--- src/rtl/elapsed_ms_timer.sv ---
// elapsed_ms_timer: count-up millisecond stopwatch for reaction-time/score
// measurement. A start pulse begins a measurement, a stop pulse ends it.
// The result is frozen until the next start. A run that is never stopped
// saturates at MAX_MS and raises overflow.
//
// Ports:
//   clk          system clock, rising edge
//   reset        synchronous reset, active low
//   start        pulse: begin a new measurement (ignored while running)
//   stop         pulse: end the current measurement (wins over start/overflow)
//   elapsed_ms   elapsed milliseconds, live while running, frozen otherwise
//   running      high in RUNNING
//   result_valid one-cycle pulse when a measurement completes
//   overflow     high in OVERFLOW
module elapsed_ms_timer #(
  parameter int MAX_MS      = 3000,
  parameter int CLKS_PER_MS = 50000
) (
  input  logic                          clk,
  input  logic                          reset,
  input  logic                          start,
  input  logic                          stop,
  output logic [$clog2(MAX_MS+1)-1:0]   elapsed_ms,
  output logic                          running,
  output logic                          result_valid,
  output logic                          overflow
);

  localparam int EW = $clog2(MAX_MS+1);
  // Keep the prescaler at least one bit wide even for CLKS_PER_MS==1.
  localparam int CW = (CLKS_PER_MS > 1) ? $clog2(CLKS_PER_MS) : 1;

  localparam logic [EW-1:0] MAX_V  = EW'(MAX_MS);
  localparam logic [EW-1:0] ONE_E  = EW'(1);
  localparam logic [CW-1:0] LAST_C = CW'(CLKS_PER_MS-1);
  localparam logic [CW-1:0] ONE_C  = CW'(1);

  typedef enum logic [1:0] {
    IDLE     = 2'd0,
    RUNNING  = 2'd1,
    STOPPED  = 2'd2,
    OVERFLOW = 2'd3
  } state_t;

  state_t        state, state_n;
  logic [EW-1:0] elapsed, elapsed_n;
  logic [CW-1:0] count, count_n;
  logic          rv, rv_n;
  logic          tick;

  assign tick = (state == RUNNING) && (count == LAST_C);

  always_ff @(posedge clk) begin
    if (!reset) begin
      state   <= IDLE;
      elapsed <= '0;
      count   <= '0;
      rv      <= 1'b0;
    end else begin
      state   <= state_n;
      elapsed <= elapsed_n;
      count   <= count_n;
      rv      <= rv_n;
    end
  end

  always_comb begin
    state_n   = state;
    elapsed_n = elapsed;
    count_n   = count;
    rv_n      = 1'b0;
    case (state)
      RUNNING: begin
        if (stop) begin
          // A tick landing on the stop edge is dropped: result is pre-edge value.
          state_n = STOPPED;
          rv_n    = 1'b1;
        end else begin
          count_n = tick ? '0 : count + ONE_C;
          if (tick) begin
            if (elapsed < MAX_V) begin
              elapsed_n = elapsed + ONE_E;
            end else begin
              state_n = OVERFLOW;
              rv_n    = 1'b1;
            end
          end
        end
      end
      default: begin
        // IDLE/STOPPED/OVERFLOW: start (re)arms, stop alone does nothing.
        if (start) begin
          state_n   = RUNNING;
          elapsed_n = '0;
          count_n   = '0;
        end
      end
    endcase
  end

  assign elapsed_ms   = elapsed;
  assign running      = (state == RUNNING);
  assign overflow     = (state == OVERFLOW);
  assign result_valid = rv;

endmodule

--- config.mk ---
export PLATFORM = sky130hd
export DESIGN_NAME = elapsed_ms_timer
export DESIGN_NICKNAME = d
export VERILOG_FILES = /design/src/rtl/elapsed_ms_timer.sv
export SDC_FILE = /design/constraint.sdc
export NUM_CORES = 1
export LEC_CHECK = 0
export ABC_AREA = 1
export ABC_CLOCK_PERIOD_IN_PS = 1900
export BUFFER_PORTS_ARGS = -buffer_cell sky130_fd_sc_hd__buf_2
export CORE_MARGIN = 5
export CORE_UTILIZATION = 38
export DETAILED_ROUTE_END_ITERATION = 8
export PLACE_DENSITY = 0.67
export SLEW_MARGIN = 10
export SYNTH_ARGS = -nofsm -noshare
export SYNTH_HDL_FRONTEND = slang
export SYNTH_SLANG_ARGS = --single-unit
--- constraint.sdc ---
create_clock -name clk -period 1.9 [get_ports clk]
set_input_delay 0.285 -clock clk [delete_from_list [all_inputs] [get_ports clk]]
set_output_delay 0.285 -clock clk [all_outputs]
set_load 0.01 [all_outputs]
==> impl_results.md, run 1 <==
* Outcome: finished clean
* # port buffers at 18
* Reg area at just over 600 um^2
* Maximum net fanout on the critical path at 8
* CTS Sinks at 31
* Htree depth at 2
* Syn Nets at roughly 280
* Post-layout minimum cycle time at between 1500 and 2000 ps
* Worst R2R End: elapsed_ms[9]
* Sequential share of the synthesized area at around 33%
* HPWL after detailed placement at between 2 and 3 mm
* Fin Clk Skew at between 7 and 8 ps
* Reg2Reg Launch Point: count[0]
* WL per Instance at around 11 um
* EDFF count, synth at 0
* First-pass DRT Iterations at 4
* Worst slew pin tran at approximately 460 ps
* Clk_lat worst skew at between 200 and 300 ps
* Hold-fix buffers, CTS at 0
* Cell count after synthesis at 278
* Mean area per synthesized cell at about 6.7 um^2
* Req. time, crit path at between 2000 and 2500 ps
* Fin. Hold Viols at 0
* Most used flip-flop cell after synthesis: dfxtp_1
* Leak at 0.922 nW
* Global route total overflow at 0
* Slew Limit Fails at 0
* Total core area at between 0.004 and 0.005 mm^2
* Antenna diode count at 0
* Max_slew headroom at a little under 70%
* Root Buffer: clkbuf_8
* Final #Nets at slightly above 300
* Ys async rst share at 0%
* Final cycle utilization of the critical path at about 93%
* Largest net degree at the start of global routing at 16
* TNS Setup at 0 ps
* Unrepaired setup endpoints after global routing: false
* Max-cap violations at 0
* Drt total wl at about 4.1 mm
* Layout cells sized above 1 at 20.1%
* Vias at 1724
* CTS max path bufs at 2
* Synthesized area at between 0.0015 and 0.002 mm^2
* Total setup buffers inserted after CTS at 0
* Worst setup EP type: flip-flop
* CTS buffer count at 5
* Hold Path Class: input pin to flip-flop
* Vias in the first global route at approximately 1600
* Die Ht at 80.1 um
* Worst Reg2Reg Path Length in Cells at 10
* DRC Markers at 0
* Hold path depth at 4
* Pwr dens at 676 mW/mm^2
* Routed Antenna Nets at 0
* FF-to-FF setup slack at about 130 ps
* Crit start category: flip-flop
* Post-synth cell types at 30
* GRT Total Usage at around 14%
* FMAX at 565 MHz
* Peak VDD IR at about 0.24 mV
* Final setup fails at 0
* Initial antenna violation count at 0
* Crit path kind: flip-flop to flip-flop
* Full die area at ~0.0064 mm^2
* Cell with the most instances after synthesis: nand2_1
* Hold path endpoint: state[0]
* Synthesis-to-finish area growth at 12.9%
* Synth cell count leaders: nand2_1, inv_1, nor2_1
* Hold_sp: stop
* Number of synthesis warnings at 0
* First-pass GRT wire length at ~7.1 mm
* Share of the synthesized area in the top cell type at around 33%
* Area leader, netlist: dfxtp_1
* Fill count at slightly above 500
* Largest cells by area after synthesis: dfxtp_1, nand2_1, inv_1
* Chip Width at approximately 80 um
* CTS tree: done
* Initial core utilization at approximately two fifths
* # rows at 25
* Io pins at 19
* GPL Wtd Cong at 0.866
* Reg clk slew, reported paths at approximately 60 ps
* Crit path DAT at 1950 ps
* Min Hold Slack at about 310 ps
* Drt via density at roughly 4.6
* Post-synthesis sequential element count at 31
* Initial DRC Count at just over 100
* Area occupied by multi-input gates at around 0.0011 mm^2
==> cell families (layout without fill, tap and decap cells) <==
| logic type | Yosys count | count (layout) | synth area share [%] |
|---|---|---|---|
| compound gates | 23 | 23 | 7.70 |
| xor+xnor | 5 | 5 | 2.34 |
| fa+ha+maj | 2 | 2 | 1.34 |
| buf+inv | 43 | 69 | 10.6 |
| flops | 31 | 31 | 33.2 |
| simple gates | 174 | 174 | 44.8 |
==> state kept, by name (all words and copies together), names as in the netlist <==
signal,count
result_valid,1
elapsed_ms,12
count,16
state,2
==> cell usage in the layout, fill, tap and decap left out, drive strengths merged <==
cell type and instances:
nand2 80, nand3 27, nor3 11, buf 23
nand3b 1, o21bai 4, nor2 44, dfxtp 31
clkbuf 7, inv 38, xor2 5, nor3b 1
or2 1, clkinv 1, a21oi 15, o21ai 4
nor4 1, nand4 8, ha 2
==> worst max-delay path, stage by stage (launching register included) <==
cell and delay (ps):
dfxtp_1 370, ha_1 200, nand3_1 170, nor2_1 170, nand2_2 110, nand2_2 160
nand3_4 140, nand2_1 160, nand2_1 80, nand2_1 70, inv_1 40
==> through the flow <==
stage / util, % / setup slack [ps] / instances / power [W] / cell area [um^2]
CTS: 44.3 / 115 / 371 / 0.00145 / 2110
global placement: 42.6 / 234 / 363 / 0.000943 / 2030
finish: 44.4 / 130 / 371 / 0.00143 / 2110
global route: 44.4 / 18.8 / 371 / 0.00151 / 2110
detailed placement: 42.6 / 157 / 363 / 0.000945 / 2030
floorplan: - / 367 / 278 / 0.000909 / 1870
==> how the worst max path moves through the flow <==
stage,from,to,slack [ps],cells past startpoint
2_1_floorplan,count[0],elapsed_ms[10],370,10
3_3_place_gp,count[0],elapsed_ms[9],230,10
3_5_place_dp,elapsed_ms[0],elapsed_ms[10],160,9
4_1_cts,elapsed_ms[0],elapsed_ms[10],110,9
5_1_grt,count[0],elapsed_ms[9],20,10
6_report,count[0],elapsed_ms[9],130,10
==> final cells by class <==
class / count / share of cell area (%)
multi-input cells: 204 / 49.9
flip-flops and latches: 31 / 29.4
inverters: 38 / 6.76
repair buffers: 23 / 6.05
well taps: 67 / 3.97
clock buffers: 7 / 3.62
clock inverters: 1 / 0.237
==> what timing repair did <==
action	in CTS	in global routing
setup endpoints to repair	0	2
resized for setup	0	1
endpoints found under the hold margin	0	0
==> per-layer routing <==
layer / track usage, % / up-vias / share of wire [%]
li1: - / 936 / -
met1: 17.9 / 750 / 49
met2: 21.5 / 28 / 44
met3: 4.48 / 10 / 4.9
met4: 4.73 / 0 / 1.9
met5: 0 / - / 0
==> power by group <==
part / internal, W / total [W] / switching (W)
registers: 0.000668 / 0.000686 / 0.0000181
clock network: 0.000256 / 0.000496 / 0.000240
logic: 0.0000733 / 0.000244 / 0.000171
total: 0.000998 / 0.00143 / 0.000429
Note: power is estimated with default switching activity, not from simulation.
==> run 2, diff against run 1 <==
Settings changed: CELL_PAD_IN_SITES_DETAIL_PLACEMENT from default to 0, CELL_PAD_IN_SITES_GLOBAL_PLACEMENT from default to 1, PLACE_DENSITY 0.67 to 0.85.
==> impl_results.md, run 2 (synthesis results as in run 1) <==
* Vias in the first global route at 1612 (was 1554)
* First-pass DRT Iterations at 4 (unchanged)
* Area occupied by multi-input gates at 0.00105 mm^2 (unchanged)
* Met1 Resource Use GR at 19.8% (was 17.9%)
* Fin. Hold Viols at 0 (unchanged)
* CTS buffer count at 5 (unchanged)
* Max_slew headroom at 67.4% (was 69.2%)
* Min Hold Slack at 303 ps (was 306 ps)
* Crit path kind: flip-flop to flip-flop (unchanged)
* GR Layer Usage met3 at 3.48% (was 4.48%)
* # rows at 25 (unchanged)
* Hold-fix buffers, CTS at 0 (unchanged)
* Drt total wl at 4.23 mm (was 4.12 mm)
* Crit path DAT at 1860 ps (was 1950 ps)
* DRC Markers at 0 (unchanged)
* Clk_lat worst skew at 280 ps (was 290 ps)
* Worst setup EP type: flip-flop (unchanged)
* Full die area at 0.00642 mm^2 (unchanged)
* Worst slew pin tran at 485 ps (was 459 ps)
* Post-CTS sizing at 0 (unchanged)
* Root Buffer: clkbuf_8 (unchanged)
* Layout cells sized above 1 at 20.6% (was 20.1%)
* Outcome: finished clean (unchanged)
* Final #Nets at 311 (was 309)
* CTS Sinks at 31 (unchanged)
* First-pass GRT wire length at 7.42 mm (was 7.08 mm)
* WL per Instance at 11.4 um (was 11.1 um)
* Vias at 1768 (was 1724)
* Pwr dens at 677 mW/mm^2 (was 676 mW/mm^2)
* Largest net degree at the start of global routing at 16 (unchanged)
* Final cycle utilization of the critical path at 88.2% (was 93.2%)
* Post-layout minimum cycle time at 1680 ps (was 1770 ps)
* Final std cells w/o fill at 373 (was 371)
* Maximum net fanout on the critical path at 8 (unchanged)
* Synthesis-to-finish area growth at 13.7% (was 12.9%)
* Io pins at 19 (unchanged)
* Most Crowded Layer GR: met2 (unchanged)
* Drt via density at 4.74 (was 4.65)
* Die Ht at 80.1 um (unchanged)
* FMAX at 597 MHz (was 565 MHz)
* TNS Setup at 0 ps (unchanged)
* Unrepaired setup endpoints after global routing: false (unchanged)
* Cell area after placement at 0.00204 mm^2 (was 0.00203 mm^2)
* Reg area at 621 um^2 (unchanged)
* Finished Cell Area at 0.00212 mm^2 (was 0.00211 mm^2)
* GPL Wtd Cong at 0.820 (was 0.866)
* Register bank with the most flops: count (unchanged)
* # port buffers at 18 (unchanged)
* Hold Path Class: input pin to flip-flop (unchanged)
* Commonest cells after routing, fill and taps aside: nand2_1, inv_1, nor2_1 (unchanged)
* Chip Width at 80.1 um (unchanged)
* Htree depth at 2 (unchanged)
* Reg clk slew, reported paths at 70 ps (was 60 ps)
* Final setup fails at 0 (unchanged)
* Crit start category: flip-flop (unchanged)
* Met2 Use GR at 22.9% (was 21.5%)
* Global route total overflow at 0 (unchanged)
* Initial core utilization at 39.3% (unchanged)
* CTS max path bufs at 2 (unchanged)
* Initial antenna violation count at 0 (unchanged)
* Max reg flops at 16 (unchanged)
* Antenna diode count at 0 (unchanged)
* Total setup buffers inserted after CTS at 0 (unchanged)
* Max-cap violations at 0 (unchanged)
* HPWL after detailed placement at 3.14 mm (was 3.00 mm)
* Most common cell after layout, fill and taps aside: nand2_1 (unchanged)
* Post-Place Cells at 365 (was 363)
* Peak VDD IR at 0.274 mV (was 0.238 mV)
* Req. time, crit path at 2080 ps (about the same)
* Fill count at 506 (was 519)
* Leak at 0.931 nW (was 0.922 nW)
* Total core area at 0.00475 mm^2 (unchanged)
* GRT Total Usage at 14.7% (was 13.8%)
* Initial DRC Count at 110 (was 102)
* Fin Clk Skew at 5.44 ps (was 7.91 ps)
* CTS tree: done (unchanged)
* Slew Limit Fails at 0 (unchanged)
* Routed Antenna Nets at 0 (unchanged)
## run 2: changes by cell type in the layout (fill, tap and decap cells not counted), sizes merged
cell	before	now
buf	23	25
## run 2: area by class of cell
class | instances | share of cell area (%)
multi-input combinational | 204 | 49.6
sequential | 31 | 29.2
timing repair buffer | 25 | 6.71
inverter | 38 | 6.71
tap | 67 | 3.95
clock buffer | 7 | 3.59
clock inverter | 1 | 0.236
## run 2: where the power goes
group          internal [W]  total (W)  switching (W)
Clock              0.000257   0.000499       0.000243
Combinational     0.0000783   0.000254       0.000176
Sequential         0.000668   0.000685      0.0000173
Total               0.00100    0.00144       0.000436
## run 2: worst paths after layout
| path | from | cells past startpoint | slack [ps] | endpoint |
|---|---|---|---|---|
| hold / removal | stop | 4 | 300 | state[0] |
| setup / recovery | count[0] | 10 | 220 | elapsed_ms[9] |
| setup reg to reg | count[0] | 10 | 220 | elapsed_ms[9] |
| hold reg to reg | count[14] | 2 | 490 | count[14] |
## run 2: critical path: stages, from the launching register on
cell	delay [ps]
dfxtp_1	370
ha_1	200
nand3_1	160
nor2_1	160
nand2_2	110
nand2_2	160
nand3_4	140
nand2_2	130
nand2_1	60
nand2_1	50
inv_1	30
## run 2: layer usage
| layer | wire length, um | part of all wire [%] | vias to the layer above |
|---|---|---|---|
| met1 | 2100 | 50 | 784 |
| met2 | 1830 | 43 | 36 |
| li1 | - | - | 941 |
| met5 | 0 | 0 | - |
| met4 | 59 | 1.4 | 0 |
| met3 | 238 | 5.6 | 7 |
## run 2: metrics by stage
step | power [W] | util, % | setup slack, ps
floorplan | 0.000909 | - | 367
CTS | 0.00146 | 44.6 | 166
finish | 0.00144 | 44.7 | 224
global placement | 0.000954 | 42.9 | 231
detailed placement | 0.000954 | 42.9 | 178
global route | 0.00152 | 44.7 | 5.10
